[src/rtl/max7219_receiver.sv]
// MAX7219-style serial receiver: synchronizes din/cs/sclk, captures 16-bit frames and decodes the register map.
// Optional daisy-chain output enabled by defining MAX7219_RX_DAISY_EN; otherwise dout is tied low.
module max7219_receiver (
  input  logic        clk,
  input  logic        rst_n,
  input  logic        din,
  input  logic        cs,
  input  logic        sclk,
  input  logic [2:0]  rd_addr,
  output logic [7:0]  rd_data,
  output logic [7:0]  decode_mode,
  output logic [3:0]  intensity,
  output logic [2:0]  scan_limit,
  output logic        shutdown_n,
  output logic        display_test,
  output logic        frame_valid,
  output logic        frame_err,
  output logic [15:0] frame_word,
  output logic        dout
);

  typedef enum logic [1:0] {
    ST_IDLE  = 2'd0,
    ST_SHIFT = 2'd1,
    ST_LATCH = 2'd2
  } state_t;

  // Bit order within the synchronizer vectors: {cs, sclk, din}; cs idles high.
  localparam logic [2:0] SYNC_RST = 3'b100;

  logic [2:0] sync1_q;
  logic [2:0] sync2_q;
  logic [2:0] hist_q;

  state_t      state_q, state_d;
  logic [4:0]  cnt_q, cnt_d;
  logic [15:0] shift_q, shift_d;
  logic [15:0] frame_word_q, frame_word_d;
  logic        frame_valid_q, frame_valid_d;
  logic        frame_err_q, frame_err_d;
  logic [7:0]  digit_q [8];
  logic [7:0]  digit_d [8];
  logic [7:0]  decode_mode_q, decode_mode_d;
  logic [3:0]  intensity_q, intensity_d;
  logic [2:0]  scan_limit_q, scan_limit_d;
  logic        shutdown_n_q, shutdown_n_d;
  logic        display_test_q, display_test_d;

  logic        cs_fall;
  logic        cs_rise;
  logic        sclk_rise;
  logic        din_s;
  logic [3:0]  wr_addr;
  logic [7:0]  wr_data;
  logic [2:0]  digit_idx;

  always_ff @(posedge clk) begin
    if (!rst_n) begin
      sync1_q <= SYNC_RST;
      sync2_q <= SYNC_RST;
      hist_q  <= SYNC_RST;
    end else begin
      sync1_q <= {cs, sclk, din};
      sync2_q <= sync1_q;
      hist_q  <= sync2_q;
    end
  end

  assign cs_fall   = hist_q[2] & ~sync2_q[2];
  assign cs_rise   = ~hist_q[2] & sync2_q[2];
  assign sclk_rise = ~hist_q[1] & sync2_q[1];
  // din is taken one cycle before the detected sclk rise for extra setup margin.
  assign din_s     = hist_q[0];

  assign wr_addr   = shift_q[11:8];
  assign wr_data   = shift_q[7:0];
  // Addresses 1..8 map to digits 0..7; the 3-bit wrap turns 8 into 7.
  assign digit_idx = wr_addr[2:0] - 3'd1;

  always_comb begin
    state_d        = state_q;
    cnt_d          = cnt_q;
    shift_d        = shift_q;
    frame_word_d   = frame_word_q;
    frame_valid_d  = 1'b0;
    frame_err_d    = 1'b0;
    digit_d        = digit_q;
    decode_mode_d  = decode_mode_q;
    intensity_d    = intensity_q;
    scan_limit_d   = scan_limit_q;
    shutdown_n_d   = shutdown_n_q;
    display_test_d = display_test_q;

    case (state_q)
      ST_IDLE: begin
        if (cs_fall) begin
          state_d = ST_SHIFT;
          cnt_d   = 5'd0;
        end
      end
      ST_SHIFT: begin
        if (cs_rise) begin
          state_d = ST_LATCH;
        end else if (sclk_rise) begin
          shift_d = {shift_q[14:0], din_s};
          if (cnt_q != 5'd16) begin
            cnt_d = cnt_q + 5'd1;
          end
        end
      end
      ST_LATCH: begin
        state_d = ST_IDLE;
        if (cnt_q == 5'd16) begin
          frame_valid_d = 1'b1;
          frame_word_d  = shift_q;
          case (wr_addr)
            4'h1, 4'h2, 4'h3, 4'h4,
            4'h5, 4'h6, 4'h7, 4'h8: digit_d[digit_idx] = wr_data;
            4'h9:    decode_mode_d  = wr_data;
            4'hA:    intensity_d    = wr_data[3:0];
            4'hB:    scan_limit_d   = wr_data[2:0];
            4'hC:    shutdown_n_d   = wr_data[0];
            4'hF:    display_test_d = wr_data[0];
            default: ;
          endcase
        end else begin
          frame_err_d = 1'b1;
        end
      end
      default: state_d = ST_IDLE;
    endcase
  end

  always_ff @(posedge clk) begin
    if (!rst_n) begin
      state_q        <= ST_IDLE;
      cnt_q          <= 5'd0;
      shift_q        <= 16'h0000;
      frame_word_q   <= 16'h0000;
      frame_valid_q  <= 1'b0;
      frame_err_q    <= 1'b0;
      for (int i = 0; i < 8; i++) begin
        digit_q[i] <= 8'h00;
      end
      decode_mode_q  <= 8'h00;
      intensity_q    <= 4'h0;
      scan_limit_q   <= 3'd0;
      shutdown_n_q   <= 1'b0;
      display_test_q <= 1'b0;
    end else begin
      state_q        <= state_d;
      cnt_q          <= cnt_d;
      shift_q        <= shift_d;
      frame_word_q   <= frame_word_d;
      frame_valid_q  <= frame_valid_d;
      frame_err_q    <= frame_err_d;
      digit_q        <= digit_d;
      decode_mode_q  <= decode_mode_d;
      intensity_q    <= intensity_d;
      scan_limit_q   <= scan_limit_d;
      shutdown_n_q   <= shutdown_n_d;
      display_test_q <= display_test_d;
    end
  end

  assign rd_data      = digit_q[rd_addr];
  assign decode_mode  = decode_mode_q;
  assign intensity    = intensity_q;
  assign scan_limit   = scan_limit_q;
  assign shutdown_n   = shutdown_n_q;
  assign display_test = display_test_q;
  assign frame_valid  = frame_valid_q;
  assign frame_err    = frame_err_q;
  assign frame_word   = frame_word_q;

`ifdef MAX7219_RX_DAISY_EN
  logic dout_q, dout_d;
  logic sclk_fall;

  assign sclk_fall = hist_q[1] & ~sync2_q[1];

  always_comb begin
    dout_d = dout_q;
    if (state_q == ST_SHIFT && sclk_fall) begin
      dout_d = shift_q[15];
    end
  end

  always_ff @(posedge clk) begin
    if (!rst_n) begin
      dout_q <= 1'b0;
    end else begin
      dout_q <= dout_d;
    end
  end

  assign dout = dout_q;
`else
  assign dout = 1'b0;
`endif

endmodule

[config.mk]
export PLATFORM = sky130hd
export DESIGN_NAME = max7219_receiver
export DESIGN_NICKNAME = d
export VERILOG_FILES = /design/src/rtl/max7219_receiver.sv
export SDC_FILE = /design/constraint.sdc
export NUM_CORES = 1
export LEC_CHECK = 0
export BUFFER_PORTS_ARGS = -buffer_cell sky130_fd_sc_hd__buf_4
export CORE_MARGIN = 2
export CORE_UTILIZATION = 55
export CTS_BUF_LIST = sky130_fd_sc_hd__clkbuf_16
export DETAILED_ROUTE_END_ITERATION = 7
export PLACE_DENSITY = 0.81
export SYNTH_ARGS = -nofsm -noshare
export SYNTH_HDL_FRONTEND = slang
export SYNTH_SLANG_ARGS = --single-unit
[constraint.sdc]
create_clock -name clk -period 6.5 [get_ports clk]
set_input_delay 0.65 -clock clk [delete_from_list [all_inputs] [get_ports clk]]
set_output_delay 0.65 -clock clk [all_outputs]
set_load 0.005 [all_outputs]
# ---- Word level (Yosys, flattened, before mapping)
# Index checks and enable logic that the tools add are counted.
dict set report op_classes {
  addsub 2
  order_cmp 3
  n_eq_ne 22
  n_mux 16
  n_bitwise 9
  reduce_logical 15
}
# cell count
set ops {}
lappend ops {{$bwmux W64} 1}
lappend ops {{$bmux W8 S3} 1}
lappend ops {{$demux W8 S3} 1}
lappend ops {{$eq A4 B4 Y1 const B} 6}
lappend ops {{$mux W8} 3}
lappend ops {{$reduce_and A3 Y1} 7}
lappend ops {{$mux W5} 4}
lappend ops {{$eq A4 B3 Y1 const B} 4}
lappend ops {{$ne A2 B2 Y1 const B} 5}
lappend ops {{$pmux W5 S2} 1}
lappend ops {{$eq A4 B2 Y1 const B} 2}
lappend ops {{$ge A4 B4 Y1 const B} 2}
lappend ops {{$not A3 Y4} 2}
lappend ops {{$reduce_or A8 Y1} 1}
lappend ops {{$reduce_and A2 Y1} 3}
lappend ops {{$add A5 B1 Y5 const B} 1}
lappend ops {{$eq A5 B5 Y1 const B} 1}
lappend ops {{$ne A5 B5 Y1 const B} 1}
lappend ops {{$reduce_and A5 Y1} 1}
lappend ops {{$eq A4 B1 Y1 const B} 1}
lappend ops {{$lt A4 B1 Y1 const B} 1}
lappend ops {{$mux W2} 2}
lappend ops {{$not A1 Y1} 4}
lappend ops {{$pmux W2 S2} 1}
lappend ops {{8 further kinds} 11}
dict set report word_totals {
  regBits 131
  in_bits 8
  output_inout_bits 44
  elab_cells 89
}

# ---- Depth between registers and ports, before layout
# Gate-level depths: netlist (run 1).
dict set report logic_depth {
  word_depth 7
  depth_mapped 8
  mapped_depth_nobuf 6
}

# ---- Worst setup path after synthesis (run 1)
# Ideal clock, no wire load.
dict set report synth_timing {
  kind {input to output}
  startpoint {input rd_addr[0]}
  endpoint {output rd_data[0]}
  arrival_ns 2.103
  required_ns 5.850
  slack_ns 3.747
  cell_stages 4
  n_path_buf 2
  path_cell_list {clkbuf_1 -> buf_2 -> mux4_2 -> mux2_2}
}
dict set report synth_via {
  elab_chain_len 4
}
# element line_no
set synth_lines {}
lappend synth_lines {{start: declaration} 9} ;# input logic [2:0] rd_addr,
lappend synth_lines {{$not A3 Y4 (implied by the code)} 166} ;# assign rd_data = digit_q[rd_addr];
lappend synth_lines {{$bmux W8 S3} 166}
lappend synth_lines {{$mux W8 (implied by the code) (2 in a row)} 166}
lappend synth_lines {{end: declaration} 10} ;# output logic [7:0] rd_data,
# Every way passes these cells. The select of a mux whose other input is x is not followed.

# ---- Worst setup path after layout (run 1)
# Ends and elaborated chain as after synthesis.

==> impl_metrics.csv, run 1 <==
group,metric,value,unit
floorplanning,die_area,10780,um^2
critical_path,crit_required,5850,ps
floorplanning,fp.dieH,103.8,um
power,cellPowerDensity,295.1,nW/um^2
critical_path,crit_type,"in -> out",
run,drv_cap,0,
final_layout,drive_gt1_frac,0.1901,
placed_design,portBuffers,50,
sta,slew_headroom,0.2800,
power,p_leak,2.687,nW
detailed_routing,routed_via_density,5.639,
detailed_routing,drc,0,
cts,htreeDepth,4,
synthesis,syn_inst,541,
synthesis,synthArstFlopShare,0,
placed_design,place.gp.congestion,0.8075,
sta,hold_viol,0,
sta,clock_skew,8.141,ps
detailed_routing,drtIter0Drc,228,
critical_path,end_kind,"primary output",
synthesis,synth_ff_type,"dfxtp_1",
floorplanning,start_util,0.5635,
synthesis,synth_area_leader_cell,"dfxtp_1",
detailed_routing,routedWlPerCell,17.38,um
floorplanning,chipWidth,103.8,um
critical_path,r2r_cells,5,
final_layout,nets,586,
sta,fmax,0.3872,GHz
placed_design,place_inst,686,
critical_path,crit_start,"rd_addr[0]",
synthesis,synth_area,5483,um^2
cts,post_cts_resized,0,
detailed_routing,totalWireLength,12460,um
detailed_routing,postRouteAntennaNets,0,
global_route,grt_pass1_vias,4120,
cts,clock-sinks,131,
synthesis,ys_warn_count,0,
synthesis,synth_edf_count,0,
sta,drv_slew,0,
floorplanning,num_rows,36,
synthesis,ys_types,43,
sta,tightest_slew,1080,ps
cts,clock_tree.buffer_depth,2,
synthesis,netlist_top_cells_area,"dfxtp_1 48%, mux2i_1 15%, nand2_1 9.0%",
synthesis,yosys.area.top_type_share,0.4783,
critical_path,crit_path_end,"rd_data[0]",
final_layout,insertedDiodeCount,0,
detailed_routing,first_pass_iters,6,
cts,cts_root_buf,"clkbuf_16",
sta,fin_crit,2583,ps
critical_path,worstSetupStartpointType,"primary input",
hold_path,min_path_type,"in -> reg",
synthesis,postSynthAreaPerCell,10.13,um^2
critical_path,crit_arrival,1930,ps
cts,cts_tree,"yes",
sta,fin_crit_sh,0.3973,
global_route,track_usage,0.2382,
run_status,status,"finished clean",
global_route,grt_pass1_wl,20460,um
cts,cts_setup_buffers,0,
synthesis,ys_seq_elements,131,
cts,insertion_delay,410,ps
cts,clkTransAtPathRegs,50,ps
sta,rsz0062_at_grt,"false",
floorplanning,core,9729,um^2
power,vdd_ir_drop_max,0.1799,mV
critical_path,r2r-end,"digit_q[42]$_SDFFE_PN0P_",
placed_design,dp_hpwl,7603,um
cts,cts_buffers,17,
synthesis,seq_area_frac_synth,0.4783,
floorplanning,io_pins,52,
critical_path,r2r_start,"shift_q[8]$_SDFFE_PN0P_",
final_layout,syn_to_final_growth,19.28,%
sta,finalSetupViolations,0,
global_route,overflow,0,
cts,ctsHoldBuffers,0,
synthesis,syn_nets,555,
sta,finalSetupTns,0,ps
global_route,antenna_found_initial,0,
global_route,grt_max_degree,124,
detailed_routing,dr_total_vias,4043,
final_layout,fillers,722,
critical_path,cp_max_fo,16,
critical_path,ff2ff_setup_slack,3920,ps
final_layout,final_cells,717,
report_power, final:
part / switching, mW / internal (mW)
clock: 0.339 / 0.749
combinational: 0.0219 / 0.0130
sequential: 0.00148 / 0.806
total: 0.362 / 1.57
final cells by class:
type / instances / area (um^2) / area share
Clock buffer: 17 / 425.4 / 0.06505
Clock inverter: 14 / 244.0 / 0.03731
Inverter: 5 / 18.77 / 0.002870
Multi-Input combinational cell: 365 / 2673 / 0.4086
Sequential cell: 131 / 2623 / 0.4010
Tap cell: 133 / 166.4 / 0.02544
Timing Repair Buffer: 52 / 390.4 / 0.05969
registers in the layout, summed over array words and instances (netlist names):
signal and flops:
sync1_q 3, hist_q 3, frame_word 16, sync2_q 3, shift_q 16, frame_err 1, intensity 4, cnt_q 5
scan_limit 3, frame_valid 1, decode_mode 8, digit_q 64, shutdown_n 1, state_q 2, display_test 1
critical path: stages:
cell	delay, ps
buf_4	280
mux4_2	560
mux2_2	300
buf_4	140
stage by stage:
step	worst slack (ps)	power [mW]	util	area, um^2	hold slack [ps]
final	3917	1.930	0.6722	6540	423.6
after global placement	3967	0.8581	0.6034	5871	391.1
after global routing	3797	1.976	0.6722	6540	435.2
after detailed placement	3915	0.8592	0.6034	5871	407.6
after floorplan	3747	0.8525	-	5483	386.3
after CTS	3921	1.934	0.6722	6540	420.5
synth_stat cells (3+ instances only):
cell / instances
dfxtp_1: 131
nand2_1: 131
mux2i_1: 80
nand3_1: 29
clkbuf_1: 25
a21boi_0: 18
mux4_2: 16
o21ai_0: 10
a21boi_1: 9
buf_2: 9
nor2b_1: 9
mux2_2: 8
and2_1: 6
ha_1: 6
nand2b_1: 6
buf_1: 4
inv_1: 4
nor2_1: 4
nor3_1: 3
metal layers:
layer / vias to the layer above / share of wire / global-route usage
met4: 0 / 0.015 / 0.08205
met1: 1979 / 0.43 / 0.2873
met3: 18 / 0.048 / 0.06167
met2: 125 / 0.50 / 0.4126
met5: - / 0 / 0
li1: 1921 / - / -
layout by cell type (no fill, tap or decap), drive strengths merged, types with 2 or more instances in the layout:
cell type / synthesis / layout
nand3: 30 / 30
nor4: 2 / 2
and4bb: 2 / 2
xnor2: 2 / 2
nand2b: 6 / 6
dfxtp: 131 / 131
nand2: 132 / 132
o2111ai: 2 / 2
mux2i: 80 / 80
clkinv: 0 / 4
mux4: 16 / 16
and2: 6 / 6
o21ai: 10 / 10
a2111o: 2 / 2
inv: 5 / 8
buf: 15 / 52
nor2b: 9 / 9
nor3: 3 / 3
clkbuf: 25 / 17
nand3b: 2 / 2
and3: 2 / 2
and4: 2 / 2
bufinv: 0 / 7
ha: 6 / 6
a21boi: 27 / 27
mux2: 8 / 8
nor2: 4 / 4
how the worst min path moves through the flow:
stage,start,end,slack [ps],depth (start not counted)
global route,cs,sync1_q[2]$_SDFF_PN1_,440,2
global placement,sync1_q[2]$_SDFF_PN1_,sync2_q[2]$_SDFF_PN1_,390,1
finish,cs,sync1_q[2]$_SDFF_PN1_,420,2
CTS,cs,sync1_q[2]$_SDFF_PN1_,420,2
floorplan,sync1_q[2]$_SDFF_PN1_,sync2_q[2]$_SDFF_PN1_,390,1
detailed placement,sync1_q[2]$_SDFF_PN1_,sync2_q[2]$_SDFF_PN1_,410,1
cell families (layout without fill, tap and decap cells):
logic type	Yosys count	in the layout	synth area share
AOI/OAI and AO/OA	44	44	0.05911
muxes	104	104	0.2282
buffers and inverters	45	88	0.03423
adders and majority gates	6	6	0.01369
and+or+nand+nor	207	207	0.1810
xor gates and xnor gates	3	3	0.004793
other	1	1	0.0006840
DFF	131	131	0.4783
(Power assumes the default switching activity.)
==> inputs of run 2 (changes only) <==
==> constraint.sdc (replaced) <==
create_clock -name clk -period 2.65 [get_ports clk]
set_input_delay 0.265 -clock clk [delete_from_list [all_inputs] [get_ports clk]]
set_output_delay 0.265 -clock clk [all_outputs]
set_load 0.005 [all_outputs]
==> impl_metrics.csv, run 2 (synthesized netlist as in run 1, its figures left out) <==
group,metric,value,unit
run_status,status,"finished clean",
sta,clock_skew,7.423,ps
final_layout,drive_gt1_frac,0.2044,
detailed_routing,drc,0,
detailed_routing,postRouteAntennaNets,0,
floorplanning,io_pins,52,
cts,cts_tree,"yes",
final_layout,largest_reg_flops,64,
cts,cts_buffers,17,
floorplanning,core,9729,um^2
sta,rsz0062_at_grt,"false",
final_layout,multiInputGateArea,2673,um^2
global_route,grt_pass1_wl,20360,um
detailed_routing,routed_via_density,5.640,
cts,clkTransAtPathRegs,60,ps
critical_path,cp_slowest_cell,"dfxtp_1",
power,clkPwrFrac,0.550,
sta,hold_viol,0,
global_route,groute.layer.met3.usage,0.05412,
critical_path,ff2ff_setup_slack,210,ps
global_route,grt_pass1_vias,4004,
hold_path,min_path_type,"in -> reg",
final_layout,fillers,714,
final_layout,insertedDiodeCount,0,
detailed_routing,dr_total_vias,4089,
sta,tightest_slew,647.9,ps
run,drv_cap,0,
sta,slew_headroom,0.5668,
floorplanning,start_util,0.5635,
critical_path,cp_slowest_stage_delay,540,ps
power,cellPowerDensity,699.7,nW/um^2
detailed_routing,routedWlPerCell,17.08,um
floorplanning,die_area,10780,um^2
cts,htreeDepth,4,
sta,fin_crit_sh,0.9205,
final_layout,regArea,2623,um^2
sta,finalSetupViolations,0,
global_route,grt.met2_usage,0.3839,
power,p_sw,0.9255,mW
final_layout,top_register,"digit_q",
global_route,antenna_found_initial,0,
placed_design,dp_slack,239.0,ps
cts,ctsHoldBuffers,0,
final_layout,most-common-layout-cells,"131 x nand2_1, 131 x dfxtp_1, 80 x mux2i_1, 59 x buf_4, 29 x nand3_1",
critical_path,worstSetupStartpointType,"flop",
critical_path,cp_max_fo,10,
placed_design,place.gp.congestion,0.8986,
floorplanning,chipWidth,103.8,um
power,finalPower,4.592,mW
critical_path,crit_chain,"inv_2 -> ha_1 -> o32a_1 -> nand3b_1 -> mux2i_1",
sta,drv_slew,0,
global_route,grt_max_degree,66,
detailed_routing,drtIter0Drc,231,
floorplanning,num_rows,36,
critical_path,crit_required,2980,ps
critical_path,end_kind,"flop",
cts,clock_tree.buffer_depth,2,
final_layout,syn_to_final_growth,19.69,%
sta,finalSetupTns,0,ps
critical_path,crit_arrival,2770,ps
detailed_routing,first_pass_iters,5,
sta,fmax,0.4099,GHz
cts,clock-sinks,131,
cts,cts_root_buf,"clkbuf_16",
power,combPwrFrac,0.019,
global_route,overflow,0,
placed_design,portBuffers,50,
detailed_routing,totalWireLength,12380,um
global_route,track_usage,0.2385,
sta,fin_ws,210.7,ps
cts,insertion_delay,420,ps
floorplanning,fp.dieH,103.8,um
placed_design,dp_hpwl,7759,um
global_route,top_usage_layer,"met2",
final_layout,final_cells,725,
global_route,use_met1,0.3094,
placed_design,place_inst,693,
power,p_leak,2.678,nW
cts,post_cts_resized,0,
sta,fin_crit,2439,ps
power,p_int,3.666,mW
power,p_sw_frac,0.2016,
cts,cts_setup_buffers,0,
critical_path,crit_type,"reg -> reg",
final_layout,nets,593,
power,p_seq_frac,0.431,
power,vdd_ir_drop_max,0.4673,mV
-- run 2: cell types whose count changed in the layout (fill, tap and decap cells not counted), sizes merged --
cell,delta
bufinv,-2
buf,+7
clkinvlp,+5
clkinv,+1
inv,-3
-- run 2: final cells by class --
type / count / area share
inverters: 5 / 0.002860
well taps: 133 / 0.02536
clock inverters: 15 / 0.03260
clock buffers: 17 / 0.06482
multi-input cells: 365 / 0.4072
flip-flops and latches: 131 / 0.3996
repair buffers: 59 / 0.06749
-- run 2: power by group through the flow --
stage	registers (mW)	logic, mW	clock network [mW]
2_1_floorplan	2.02	0.0695	0
3_3_place_gp	2.02	0.0858	0
3_5_place_dp	2.02	0.0870	0
4_1_cts	1.98	0.0872	2.54
5_1_grt	1.98	0.0945	2.63
6_report	1.98	0.0874	2.52
-- run 2: worst max-delay path: cells and delay by family (launching register included) --
kind | cells | cell delay [ps]
AO/OA/AOI/OAI | 1 | 430
AND/OR/NAND/NOR | 1 | 540
adder cells (fa/ha/maj) | 1 | 370
flip-flops | 1 | 540
multiplexers | 1 | 330
buffers and inverters | 1 | 150
-- run 2: layer usage --
metal	wire length, um	vias up
met5	0	-
met4	162	0
met3	805	13
met2	5978	160
met1	5435	1986
li1	-	1930
-- run 2: worst paths after layout --
check | end | cells past startpoint | start
max | digit_q[6]$_SDFFE_PN0P_ | 5 | shift_q[8]$_SDFFE_PN0P_
min | sync1_q[2]$_SDFF_PN1_ | 2 | cs
max reg2reg | digit_q[6]$_SDFFE_PN0P_ | 5 | shift_q[8]$_SDFFE_PN0P_
min reg2reg | sync2_q[2]$_SDFF_PN1_ | 1 | sync1_q[2]$_SDFF_PN1_
-- run 2: through the flow --
step	area [um^2]	hold slack [ps]	utilization
global route	6563	38.22	0.6745
CTS	6563	26.81	0.6745
floorplan	5483	366.5	-
detailed placement	5923	405.2	0.6088
finish	6563	30.30	0.6745
global placement	5923	389.1	0.6088
==> inputs of run 3 (changes only) <==
--- a/config.mk
+++ b/config.mk
@@ -5,8 +5,7 @@
 export SDC_FILE = /design/constraint.sdc
 export NUM_CORES = 1
 export LEC_CHECK = 0
-export BUFFER_PORTS_ARGS = -buffer_cell sky130_fd_sc_hd__buf_4
-export CORE_MARGIN = 2
+export BUFFER_PORTS_ARGS = -buffer_cell sky130_fd_sc_hd__buf_2
 export CORE_UTILIZATION = 55
 export CTS_BUF_LIST = sky130_fd_sc_hd__clkbuf_16
 export DETAILED_ROUTE_END_ITERATION = 7
==> impl_metrics.csv, run 3 (synthesized netlist as in run 1, its figures left out) <==
group,metric,value,unit
cts,ctsHoldBuffers,0,
detailed_routing,routedWlPerCell,17.04,um
global_route,grt_max_degree,92,
critical_path,cp_slowest_cell,"nand3b_1",
power,cellPowerDensity,692.6,nW/um^2
detailed_routing,first_pass_iters,5,
power,p_leak,2.687,nW
critical_path,cp_slowest_stage_delay,550,ps
global_route,overflow,0,
floorplanning,fp.dieH,101.8,um
cts,insertion_delay,420,ps
floorplanning,core,9729,um^2
critical_path,ff2ff_setup_slack,220,ps
power,p_seq_frac,0.447,
final_layout,fillers,728,
power,combPwrFrac,0.019,
detailed_routing,routed_via_density,5.663,
final_layout,insertedDiodeCount,0,
power,p_int,3.554,mW
global_route,antenna_found_initial,0,
global_route,grt_pass1_vias,3991,
run_status,status,"finished clean",
sta,drv_slew,0,
cts,clock_tree.buffer_depth,2,
power,finalPower,4.435,mW
cts,cts_buffers,17,
power,p_sw_frac,0.1986,
critical_path,r2r_start,"shift_q[8]$_SDFFE_PN0P_",
sta,fmax,0.4112,GHz
sta,slew_headroom,0.5708,
global_route,grt_pass1_wl,19490,um
placed_design,portBuffers,50,
critical_path,crit_type,"reg -> reg",
hold_path,whs_endpoint,"sync1_q[2]$_SDFF_PN1_",
power,clkPwrFrac,0.534,
cts,htreeDepth,4,
sta,clock_skew,4.399,ps
power,p_sw,0.8809,mW
final_layout,regArea,2623,um^2
run,drv_cap,0,
placed_design,place.gp.congestion,0.8821,
critical_path,r2r_cells,5,
cts,cts_root_buf,"clkbuf_16",
hold_path,worstHoldStart,"cs",
critical_path,cp.depth,5,
sta,tightest_slew,641.8,ps
final_layout,most-common-layout-cells,"131 x nand2_1, 131 x dfxtp_1, 80 x mux2i_1, 49 x buf_2, 29 x nand3_1",
floorplanning,num_rows,36,
final_layout,largest_reg_flops,64,
detailed_routing,totalWireLength,12340,um
critical_path,critical_path.top_delay_family,"simple AND/OR/NAND/NOR gates",
final_layout,drive_gt1_frac,0.1997,
final_layout,multiInputGateArea,2673,um^2
detailed_routing,drtIter0Drc,286,
cts,clock-sinks,131,
floorplanning,io_pins,52,
final_layout,nets,592,
critical_path,crit_chain,"inv_2 -> ha_1 -> o32a_1 -> nand3b_1 -> mux2i_1",
cts,post_cts_resized,0,
global_route,track_usage,0.2508,
placed_design,dp_hpwl,7775,um
critical_path,crit_arrival,2760,ps
hold_path,min_path_type,"in -> reg",
final_layout,top_register,"digit_q",
detailed_routing,dr_total_vias,4100,
critical_path,end_kind,"flop",
hold_path,hold_depth,2,
detailed_routing,postRouteAntennaNets,0,
critical_path,cp_max_fo,10,
cts,cts_tree,"yes",
floorplanning,chipWidth,101.8,um
critical_path,critPathBufInv,1,
final_layout,syn_to_final_growth,16.80,%
sta,finalSetupViolations,0,
sta,fin_crit,2432,ps
critical_path,worstSetupStartpointType,"flop",
power,vdd_ir_drop_max,0.3600,mV
sta,rsz0062_at_grt,"false",
sta,hold_viol,0,
floorplanning,start_util,0.5635,
cts,cts_setup_buffers,0,
critical_path,r2r-end,"digit_q[36]$_SDFFE_PN0P_",
sta,fin_crit_sh,0.9178,
critical_path,crit_required,2980,ps
cts,clkTransAtPathRegs,60,ps
sta,finalSetupTns,0,ps
floorplanning,die_area,10370,um^2
detailed_routing,drc,0,
-- run 3: worst max path at each step --
stage                                 start                  endpoint  slack, ps
global route        shift_q[8]$_SDFFE_PN0P_  digit_q[31]$_SDFFE_PN0P_         70
global placement    shift_q[8]$_SDFFE_PN0P_  digit_q[35]$_SDFFE_PN0P_        400
finish              shift_q[8]$_SDFFE_PN0P_  digit_q[36]$_SDFFE_PN0P_        220
floorplan           shift_q[8]$_SDFFE_PN0P_  digit_q[11]$_SDFFE_PN0P_        590
CTS                 shift_q[8]$_SDFFE_PN0P_  digit_q[36]$_SDFFE_PN0P_        250
detailed placement  shift_q[8]$_SDFFE_PN0P_  digit_q[36]$_SDFFE_PN0P_        280
-- run 3: stage by stage --
stage	instance area (um^2)	setup WS, ps	hold slack [ps]	util	cells
floorplan	5483	590.1	366.5	-	541
global placement	5806	402.5	389.5	0.5967	692
detailed placement	5806	282.9	401.9	0.5967	692
CTS	6404	250.1	26.95	0.6582	724
global route	6404	73.79	42.99	0.6582	724
finish	6404	217.9	30.73	0.6582	724
-- run 3: final cells by class --
cell class	count	area share
multi-input combinational	365	0.4174
sequential	131	0.4095
clock buffer	17	0.06643
timing repair buffer	58	0.05080
clock inverter	15	0.02696
tap	133	0.02599
inverter	5	0.002931
-- run 3: power by group through the flow --
stage | registers, mW | logic (mW) | clock network [mW]
after floorplan | 2.02 | 0.0695 | 0
after global placement | 2.02 | 0.0837 | 0
after detailed placement | 2.02 | 0.0851 | 0
after CTS | 1.98 | 0.0854 | 2.38
after global routing | 1.98 | 0.0928 | 2.47
final | 1.98 | 0.0860 | 2.37
-- run 3: worst reg2reg max path, delay by kind of cell, from the launching register on --
| kind | cells | cell delay, ps |
|---|---|---|
| AOI/OAI and AO/OA | 1 | 440 |
| and+or+nand+nor | 1 | 550 |
| DFF | 1 | 520 |
| adders and majority gates | 1 | 360 |
| buffers and inverters | 1 | 140 |
| muxes | 1 | 320 |
-- run 3: routing by layer --
layer,global-route usage,routed length [um],vias up
met1,0.3027,5084,1985
met4,0.1088,274,0
met5,0,0,-
met2,0.4158,6074,159
li1,-,-,1929
met3,0.07661,903,27
